[config.mk]
export PLATFORM = sky130hd
export DESIGN_NAME = calc_key_entry
export DESIGN_NICKNAME = d
export VERILOG_FILES = /design/src/rtl/calc_key_entry.sv
export SDC_FILE = /design/constraint.sdc
export NUM_CORES = 1
export LEC_CHECK = 0
export CAP_MARGIN = 20
export CORE_MARGIN = 3
export CORE_UTILIZATION = 27
export DETAILED_ROUTE_END_ITERATION = 16
export GPL_TIMING_DRIVEN = 0
export PLACE_DENSITY = 0.44
export SLEW_MARGIN = 5
export SYNTH_ARGS = -nofsm -noshare
export SYNTH_HDL_FRONTEND = slang
export SYNTH_SLANG_ARGS = --single-unit
[constraint.sdc]
create_clock -name clock -period 6.6 [get_ports clock]
set_input_delay 1.32 -clock clock [delete_from_list [all_inputs] [get_ports clock]]
set_output_delay 1.32 -clock clock [all_outputs]
set_load 0.02 [all_outputs]
[src/rtl/calc_key_entry.sv]
`default_nettype none
// ============================================================================
// calc_key_entry : keypad events -> decimal operands, operator, ALU request.
// Optional CALC_KEY_ENTRY_FIFO_EN buffers keys typed during EXEC. Rev 1.0
// ============================================================================
module calc_key_entry #(
  parameter int WIDTH      = 16,
  parameter int MAX_DIGITS = 4,
  parameter int FIFO_DEPTH = 4
) (
  input  logic             clock,
  input  logic             reset_n,
  input  logic [3:0]       keycode,
  input  logic             keypressed,
  input  logic             exec_ready,
  input  logic [WIDTH-1:0] result,
  output logic [WIDTH-1:0] operand_a,
  output logic [WIDTH-1:0] operand_b,
  output logic [1:0]       op,
  output logic             exec_valid,
  output logic [WIDTH-1:0] display_value,
  output logic             key_dropped
);

  localparam int CW = $clog2(MAX_DIGITS + 1);

  typedef enum logic [2:0] {
    S_ENTER_A = 3'd0,
    S_OP_WAIT = 3'd1,
    S_ENTER_B = 3'd2,
    S_EXEC    = 3'd3,
    S_SHOW    = 3'd4
  } state_t;

  state_t           r_state, w_state;
  logic [WIDTH-1:0] r_a, w_a, r_b, w_b, r_disp, w_disp;
  logic [CW-1:0]    r_cnt_a, w_cnt_a, r_cnt_b, w_cnt_b;
  logic [1:0]       r_op, w_op;
  logic             r_valid, w_valid, r_drop, w_drop;

  logic             r_kp_q;
  logic             w_event;
  logic             w_key_vld;
  logic [3:0]       w_key;
  logic             w_evt_drop;

  always_ff @(posedge clock or negedge reset_n) begin
    if (!reset_n) r_kp_q <= 1'b0;
    else          r_kp_q <= keypressed;
  end

  assign w_event = keypressed & ~r_kp_q;

  if ((FIFO_DEPTH < 2) || ((FIFO_DEPTH & (FIFO_DEPTH - 1)) != 0)) begin : g_bad_fifo_depth
  end

`ifdef CALC_KEY_ENTRY_FIFO_EN
  localparam int AW = $clog2(FIFO_DEPTH);

  logic [3:0]    r_mem [FIFO_DEPTH];
  logic [AW-1:0] r_wr, r_rd;
  logic [AW:0]   r_fcnt;
  logic          w_push, w_pop;

  // Keys wait in the FIFO while the ALU request is outstanding.
  assign w_pop      = (r_fcnt != '0) && (r_state != S_EXEC);
  assign w_push     = w_event && (r_fcnt != (AW+1)'(FIFO_DEPTH));
  assign w_evt_drop = w_event && !w_push;
  assign w_key_vld  = w_pop;
  assign w_key      = r_mem[r_rd];

  always_ff @(posedge clock) begin
    if (w_push) r_mem[r_wr] <= keycode;
  end

  always_ff @(posedge clock or negedge reset_n) begin
    if (!reset_n) begin
      r_wr   <= '0;
      r_rd   <= '0;
      r_fcnt <= '0;
    end else begin
      if (w_push) r_wr <= r_wr + AW'(1);
      if (w_pop)  r_rd <= r_rd + AW'(1);
      r_fcnt <= r_fcnt + (AW+1)'(w_push) - (AW+1)'(w_pop);
    end
  end
`else
  assign w_key_vld  = w_event;
  assign w_key      = keycode;
  assign w_evt_drop = w_event && (r_state == S_EXEC);
`endif

  logic             w_is_digit, w_is_op, w_is_clr, w_is_eq, w_is_bs;
  logic [1:0]       w_op_code;
  logic [WIDTH-1:0] w_digit;

  assign w_is_digit = w_key_vld && (w_key <= 4'h9);
  assign w_is_op    = w_key_vld && ((w_key == 4'hA) || (w_key == 4'hB) || (w_key == 4'hC));
  assign w_is_clr   = w_key_vld && (w_key == 4'hD);
  assign w_is_eq    = w_key_vld && (w_key == 4'hE);
  assign w_is_bs    = w_key_vld && (w_key == 4'hF);
  // 0xA/0xB/0xC map to 0/1/2 by adding 2 to the low bits.
  assign w_op_code  = w_key[1:0] + 2'd2;
  assign w_digit    = WIDTH'(w_key);

  function automatic logic [WIDTH-1:0] f_append(input logic [WIDTH-1:0] v,
                                                 input logic [WIDTH-1:0] d);
    return (v << 3) + (v << 1) + d;
  endfunction

  function automatic logic [WIDTH-1:0] f_drop_digit(input logic [WIDTH-1:0] v);
    return v / WIDTH'(10);
  endfunction

  always_comb begin
    w_state = r_state;
    w_a     = r_a;
    w_b     = r_b;
    w_cnt_a = r_cnt_a;
    w_cnt_b = r_cnt_b;
    w_op    = r_op;
    w_valid = r_valid;
    w_disp  = r_disp;
    w_drop  = w_evt_drop;

    case (r_state)
      S_ENTER_A: begin
        if (w_is_digit && (r_cnt_a < CW'(MAX_DIGITS))) begin
          w_a     = f_append(r_a, w_digit);
          w_cnt_a = r_cnt_a + CW'(1);
          w_disp  = w_a;
        end else if (w_is_bs && (r_cnt_a != '0)) begin
          w_a     = f_drop_digit(r_a);
          w_cnt_a = r_cnt_a - CW'(1);
          w_disp  = w_a;
        end else if (w_is_op) begin
          w_op    = w_op_code;
          w_state = S_OP_WAIT;
        end
      end
      S_OP_WAIT: begin
        if (w_is_digit) begin
          w_b     = w_digit;
          w_cnt_b = CW'(1);
          w_disp  = w_digit;
          w_state = S_ENTER_B;
        end else if (w_is_op) begin
          w_op = w_op_code;
        end else if (w_is_bs) begin
          w_disp  = r_a;
          w_state = S_ENTER_A;
        end
      end
      S_ENTER_B: begin
        if (w_is_digit && (r_cnt_b < CW'(MAX_DIGITS))) begin
          w_b     = f_append(r_b, w_digit);
          w_cnt_b = r_cnt_b + CW'(1);
          w_disp  = w_b;
        end else if (w_is_bs && (r_cnt_b != '0)) begin
          w_b     = f_drop_digit(r_b);
          w_cnt_b = r_cnt_b - CW'(1);
          w_disp  = w_b;
        end else if (w_is_eq) begin
          w_valid = 1'b1;
          w_state = S_EXEC;
        end
      end
      S_EXEC: begin
        if (r_valid && exec_ready) begin
          w_a     = result;
          w_disp  = result;
          // A result has no typed-digit history; treat it as a full operand.
          w_cnt_a = CW'(MAX_DIGITS);
          w_valid = 1'b0;
          w_state = S_SHOW;
        end
      end
      S_SHOW: begin
        if (w_is_digit) begin
          w_a     = w_digit;
          w_cnt_a = CW'(1);
          w_disp  = w_digit;
          w_state = S_ENTER_A;
        end else if (w_is_op) begin
          w_op    = w_op_code;
          w_state = S_OP_WAIT;
        end else if (w_is_eq) begin
          w_valid = 1'b1;
          w_state = S_EXEC;
        end
      end
      default: begin
        w_state = S_ENTER_A;
        w_valid = 1'b0;
      end
    endcase

    if (w_is_clr && (r_state != S_EXEC)) begin
      w_state = S_ENTER_A;
      w_a     = '0;
      w_b     = '0;
      w_cnt_a = '0;
      w_cnt_b = '0;
      w_op    = 2'd0;
      w_valid = 1'b0;
      w_disp  = '0;
    end
  end

  always_ff @(posedge clock or negedge reset_n) begin
    if (!reset_n) begin
      r_state <= S_ENTER_A;
      r_a     <= '0;
      r_b     <= '0;
      r_cnt_a <= '0;
      r_cnt_b <= '0;
      r_op    <= 2'd0;
      r_valid <= 1'b0;
      r_disp  <= '0;
      r_drop  <= 1'b0;
    end else begin
      r_state <= w_state;
      r_a     <= w_a;
      r_b     <= w_b;
      r_cnt_a <= w_cnt_a;
      r_cnt_b <= w_cnt_b;
      r_op    <= w_op;
      r_valid <= w_valid;
      r_disp  <= w_disp;
      r_drop  <= w_drop;
    end
  end

  assign operand_a     = r_a;
  assign operand_b     = r_b;
  assign op            = r_op;
  assign exec_valid    = r_valid;
  assign display_value = r_disp;
  assign key_dropped   = r_drop;

endmodule
`default_nettype wire

==> impl_metrics.env, run 1 <==
export IMPL_ant_nets=0
export IMPL_fp_coreArea_mm2=0.02980
export IMPL_synth_compound_area_frac=0.3686
export IMPL_yosys_top_cells_count="nand2_1, nor2_1, a21oi_1"
export IMPL_cp_max_fo=10
export IMPL_critical_path_class="reg2reg"
export IMPL_syn_to_final_growth_pct=19.53
export IMPL_final_layout_size_suffix_gt1_frac=0.06695
export IMPL_multi_input_area_mm2=0.006118
export IMPL_dpl_hpwl_mm=23.73
export IMPL_vias=8953
export IMPL_critPathTopFamily="compound AO/OA/AOI/OAI gates"
export IMPL_synth_edf_count=0
export IMPL_viasPerCell=5.649
export IMPL_finalSetupViolCount=0
export IMPL_clockRootBuffer="clkbuf_16"
export IMPL_syn_nets=1184
export IMPL_cts_max_level=3
export IMPL_cts_tree="done"
export IMPL_nNetsFinal=1272
export IMPL_worst_hold_slack_ps=485.5
export IMPL_synth_top_area_frac=0.1893
export IMPL_grt_overflow=0
export IMPL_muxShareOfSynthArea=0.01527
export IMPL_utilization=0.3287
export IMPL_crit_path_end_kind="flop"
export IMPL_p_per_area_mw_per_mm2=601.5
export IMPL_fillCellCount=3239
export IMPL_drv_slew=0
export IMPL_ir_drop_mv=0.6092
export IMPL_wirelength_mm=30.56
export IMPL_required_ps=6820
export IMPL_hold_viol_final=0
export IMPL_synth_largest_area_cell="dfrtp_1"
export IMPL_dr_pass1_iters=5
export IMPL_path_buf_inv=2
export IMPL_cp_cell_sequence="buf_2 > or3b_2 > a31oi_1 > a211o_1 > a221oi_1 > a221oi_1 > a21oi_1 > a221o_1 > o211ai_1 > and2_1 > buf_2 > a211oi_1 > a2111oi_0 > a31oi_1 > xnor2_1 > o22a_1 > a31o_1 > nand2_1 > a32o_1"
export IMPL_cts_sinks=62
export IMPL_clockBufferDepth=2
export IMPL_synth_top_family_by_area="compound AO/OA/AOI/OAI gates"
export IMPL_synth_area_leaders="dfrtp_1, ha_1, nand2_1"
export IMPL_grt_setup_unrepaired="false"
export IMPL_synth_xor_area_frac=0.04581
export IMPL_cts_buffers=9
export IMPL_portBuffers=75
export IMPL_cp_start_kind="flop"
export IMPL_synth_simple_area_share=0.2184
export IMPL_seq_area_frac_synth=0.1893
export IMPL_power_total_uw=5891
export IMPL_grt_pass1_wl_mm=49.51
export IMPL_hp_class="reg2reg"
export IMPL_grt_pass1_vias=8788
export IMPL_synth_seq_cells=62
export IMPL_syn_area_per_cell_um2=7.436
export IMPL_clk_latency_ps=330
export IMPL_worstMarginPinSlew_ps=948.7
export IMPL_max_slew_margin=0.3575
export IMPL_outcome="finished, final reports clean"
export IMPL_drc_errors=0
export IMPL_period_needed_ps=5637
export IMPL_die_w_um=180.2
export IMPL_cap_violations=0
export IMPL_synth_fa_ha_area_frac=0.09772
export IMPL_fmax_mhz=177.4
export IMPL_grt_max_degree=50
export IMPL_fin_crit_sh=0.8541
export IMPL_ys_async_sr_fraction=1.000
export IMPL_ctsHoldBuffers=0
export IMPL_wl_per_cell_um=19.28
export IMPL_slowest_delay_ps=650
export IMPL_initial_utilization=0.2750
export IMPL_synth_ff_type="dfrtp_1"
export IMPL_leakagePower_uw=0.003961
export IMPL_clk_pin_slew_worst_paths_ps=60
export IMPL_diodes=0
export IMPL_place_gp_congestion=0.9219
export IMPL_cts_setup_buffers=0
export IMPL_yosysMostFrequentCell="nand2_1"
export IMPL_slowest_stage="a221oi_1"
export IMPL_critical_path_arrival_ps=5850
export IMPL_cts_repair_resized=0
export IMPL_die_h_um=180.2
export IMPL_seqCellArea_mm2=0.001551
export IMPL_fp_row_count=63
export IMPL_dieArea_mm2=0.03248
export IMPL_finClkSkew_ps=7.684
export IMPL_ios=76
export IMPL_fin_tns_setup_ps=0
export IMPL_drt_iter0_drc=711
export IMPL_synth_cell_types=100
export IMPL_antenna_found_initial=0
export IMPL_syn_cell_area_mm2=0.008194
export IMPL_yosys_warnings=0
export IMPL_syn_instance_count=1102
export IMPL_track_usage=0.1833
-- per-stage QoR --
step                cells  area, um^2  setup slack [ps]
floorplan            1102        8194              1893
global placement     1567        9433             901.5
detailed placement   1569        9470             939.3
CTS                  1585        9794              1003
global route         1585        9794             424.4
finish               1585        9794             962.7
-- tightest hold or removal path, cell delays in order (launching register included) --
cell and delay [ps]:
dfrtp_1 350, nand2_1 50, o31ai_1 50
-- per-layer routing --
| layer | global-route usage | vias to the layer above | part of all wire |
|---|---|---|---|
| met4 | 0.04605 | 0 | 0.020 |
| met3 | 0.01433 | 46 | 0.039 |
| met1 | 0.2531 | 4330 | 0.47 |
| met2 | 0.3105 | 249 | 0.47 |
| met5 | 0 | - | 0 |
| li1 | - | 4328 | - |
-- cells in the final DEF (no fill, tap or decap), types with 7 or more instances in the layout --
cell / instances
nand2_1: 131
nor2_1: 101
a21oi_1: 85
o21ai_0: 81
clkdlybuf4s50_1: 74
dfrtp_1: 62
clkbuf_1: 54
ha_1: 52
inv_1: 42
nor3_1: 33
xnor2_1: 31
buf_2: 20
a22o_1: 20
o211ai_1: 18
nand2b_1: 17
nand3_1: 17
o21bai_1: 16
o31ai_1: 16
a211oi_1: 16
a221oi_1: 14
a21o_1: 12
a31oi_1: 12
a22oi_1: 12
or3_1: 11
xor2_1: 10
o221ai_1: 10
nor4_1: 9
clkbuf_16: 9
o22ai_1: 8
mux2i_1: 8
nor2b_1: 7
o32ai_1: 7
-- final cells by class --
type,instances,share of cell area
clock buffers,10,0.02440
clock inverters,6,0.008687
inverters,47,0.01801
well taps,390,0.04982
multi-input cells,913,0.6247
repair buffers,77,0.07971
flip-flops and latches,62,0.1584
plain buffers,80,0.03628
-- power breakdown --
| part | internal, uW | leakage [uW] | switching [uW] | total, uW |
|---|---|---|---|---|
| clock network | 340 | 0.000154 | 187 | 527 |
| registers | 519 | 0.000804 | 214 | 733 |
| logic | 1830 | 0.00300 | 2800 | 4630 |
-- worst paths after layout --
path,startpoint,end,slack [ps],cells past startpoint
setup / recovery,operand_a[11],display_value[0],960,19
hold / removal,op[1],op[1],490,2
setup reg to reg,operand_a[11],display_value[0],960,19
hold reg to reg,op[1],op[1],490,2
max in group asynchronous,reset_n,operand_a[13],5220,2
min in group asynchronous,reset_n,exec_valid,850,1
-- kinds of logic after synthesis --
logic type      count (synthesis)
compound gates                421
xor+xnor                       42
mux                            11
flops                          62
buf+inv                       127
fa+ha+maj                      61
simple gates                  378
-- registers in the layout (all words and copies together) (netlist names), 2 cells and up --
name	flops
display_value	16
op	2
operand_a	16
operand_b	16
r_cnt_a	3
r_cnt_b	3
r_state	3
Note: power is estimated with default switching activity, not from simulation.
==> run 2: changes to the inputs <==
- GPL_ROUTABILITY_DRIVEN: not set -> 0
==> results of run 2 <==
Final layout, timing and power as in run 1 (identical DEF).
==> run 3: changes to the inputs <==
- GPL_TIMING_DRIVEN: 0 -> not set
==> run 3 against run 2 <==
- register-to-register slack worse by 270 ps
- via count fell by 3.9%
- clock skew grew 4.6 ps
- sequential power grew 15%
- setup slack worse by 270 ps
- worst hold slack got worse by 12 ps
- non-clock buffer count fell by 61
- first-iteration DRC count increased by 2.0%
- count of clock-buffer cells in the layout grew 1
==> impl_metrics.env, run 3 (synthesis gave the netlist of run 1 again) <==
export IMPL_outcome="finished, final reports clean"
export IMPL_min_path_cells=2
export IMPL_clk_latency_ps=330
export IMPL_ir_drop_mv=0.3062
export IMPL_r2r_start="operand_b[12]"
export IMPL_die_w_um=180.2
export IMPL_diodes=0
export IMPL_wl_per_cell_um=18.47
export IMPL_clockBufferDepth=2
export IMPL_final_cell_mix="nand2_1, nor2_1, a21oi_1"
export IMPL_cts_setup_buffers=0
export IMPL_critical_path_arrival_ps=6120
export IMPL_cts_repair_resized=0
export IMPL_portBuffers=75
export IMPL_grt_pass1_wl_mm=45.28
export IMPL_endpoint="display_value[0]"
export IMPL_nNetsFinal=1211
export IMPL_vias=8606
export IMPL_r2r_end="display_value[0]"
export IMPL_cp_cell_sequence="nand2b_1 > nor3_1 > a311oi_2 > maj3_1 > nor2_1 > a2111o_1 > xnor2_1 > nor2_1 > nor3_2 > o21ai_1 > a21oi_1 > o32ai_4 > xor2_2 > and3b_1 > a2111oi_4 > o211ai_1 > a32o_1"
export IMPL_clk_pin_slew_worst_paths_ps=60
export IMPL_viasPerCell=5.651
export IMPL_grt_pass1_vias=8043
export IMPL_grt_overflow=0
export IMPL_ff2ff_setup_slack_ps=700
export IMPL_ant_nets=0
export IMPL_critical_path_class="reg2reg"
export IMPL_dr_pass1_iters=5
export IMPL_ctsHoldBuffers=0
export IMPL_syn_to_final_growth_pct=17.01
export IMPL_die_h_um=180.2
export IMPL_fmax_mhz=169.4
export IMPL_drc_errors=0
export IMPL_track_usage=0.1668
export IMPL_path_depth=17
export IMPL_drv_slew=0
export IMPL_antenna_found_initial=0
export IMPL_dpl_hpwl_mm=20.60
export IMPL_cp_start_kind="flop"
export IMPL_cp_max_fo=19
export IMPL_placed_cell_area_mm2=0.009265
export IMPL_cts_max_level=3
export IMPL_dieArea_mm2=0.03248
export IMPL_fin_crit_sh=0.8945
export IMPL_cpMostUsedCell="nor2_1"
export IMPL_fp_coreArea_mm2=0.02980
export IMPL_p_per_area_mw_per_mm2=596.8
export IMPL_cap_violations=0
export IMPL_final_common_cell="nand2_1"
export IMPL_wirelength_mm=28.14
export IMPL_fin_tns_setup_ps=0
export IMPL_design_area_mm2=0.009588
export IMPL_period_needed_ps=5903
export IMPL_drt_iter0_drc=725
export IMPL_worst_r2r_cell_count=17
export IMPL_path_buf_inv=0
export IMPL_finalSetupViolCount=0
export IMPL_hp_class="reg2reg"
export IMPL_grt_setup_unrepaired="false"
export IMPL_critPathTopFamily="compound AO/OA/AOI/OAI gates"
export IMPL_initial_utilization=0.2750
export IMPL_final_layout_size_suffix_gt1_frac=0.06620
export IMPL_crit_path_end_kind="flop"
export IMPL_cts_buffers=9
export IMPL_worstMarginPinSlew_ps=869.4
export IMPL_ios=76
export IMPL_slowest_stage="a311oi_2"
export IMPL_grt_max_degree=63
export IMPL_cts_sinks=62
export IMPL_leakagePower_uw=0.003876
export IMPL_finClkSkew_ps=12.25
export IMPL_cts_tree="done"
export IMPL_required_ps=6820
export IMPL_max_slew_margin=0.4204
export IMPL_hold_viol_final=0
export IMPL_fp_row_count=63
export IMPL_slowest_delay_ps=690
export IMPL_clockRootBuffer="clkbuf_16"
export IMPL_critical_path_startpoint="operand_b[12]"
==> run 3: changes by cell type in the layout (fill, tap and decap cells not counted), moves of 2 or more <==
| cell | before | now |
|---|---|---|
| clkbuf_1 | 54 | 0 |
| clkinvlp_4 | 2 | 0 |
| buf_4 | 5 | 21 |
| buf_2 | 20 | 1 |
| buf_6 | 2 | 0 |
==> run 3: worst register-to-register path: stages (launching register included) <==
cell and delay (ps):
dfrtp_1 680, nand2b_1 350, nor3_1 110, a311oi_2 690, maj3_1 310, nor2_1 50
a2111o_1 590, xnor2_1 410, nor2_1 140, nor3_2 500, o21ai_1 360, a21oi_1 320
o32ai_4 160, xor2_2 180, and3b_1 230, a2111oi_4 340, o211ai_1 130, a32o_1 260
==> run 3: cell type report <==
type,count,area [um^2]
fill,3166,20210
timing repair buffer,96,903.4
tap,390,488.0
multi-input combinational,913,6146
sequential,62,1551
inverter,47,176.4
clock inverter,4,70.07
clock buffer,11,252.7
==> run 3: how the worst min path moves through the flow <==
stage,startpoint,end,slack (ps)
after CTS,op[1],op[1],480
after detailed placement,op[1],op[1],460
after global placement,op[1],op[1],470
after floorplan,r_cnt_b[1],r_cnt_b[1],470
after global routing,op[1],op[1],500
final,op[1],op[1],470
==> run 3: routing by layer <==
| layer | GRT usage | vias to the layer above | routed length (um) |
|---|---|---|---|
| met2 | 0.2696 | 255 | 13090 |
| met3 | 0.01655 | 26 | 1197 |
| met5 | 0 | - | 0 |
| met1 | 0.2422 | 4103 | 13480 |
| met4 | 0.03377 | 0 | 372 |
| li1 | - | 4222 | - |
==> run 3: metrics by stage <==
stage	util	setup slack [ps]	total power, uW	hold slack (ps)	cells
finish	0.3218	696.5	5722	473.6	1523
global route	0.3218	154.6	6277	496.4	1523
CTS	0.3218	756.9	5721	477.4	1523
detailed placement	0.3110	771.6	5165	465.0	1508
global placement	0.3110	870.0	5195	467.3	1508
floorplan	-	1893	4020	465.4	1102
==> run 3: where the power goes <==
part	internal [uW]	switching, uW	leakage (uW)	total, uW
Sequential	517	327	0.000804	844
Clock	348	174	0.000161	521
Combinational	1790	2570	0.00291	4360
Total	2650	3070	0.00388	5720
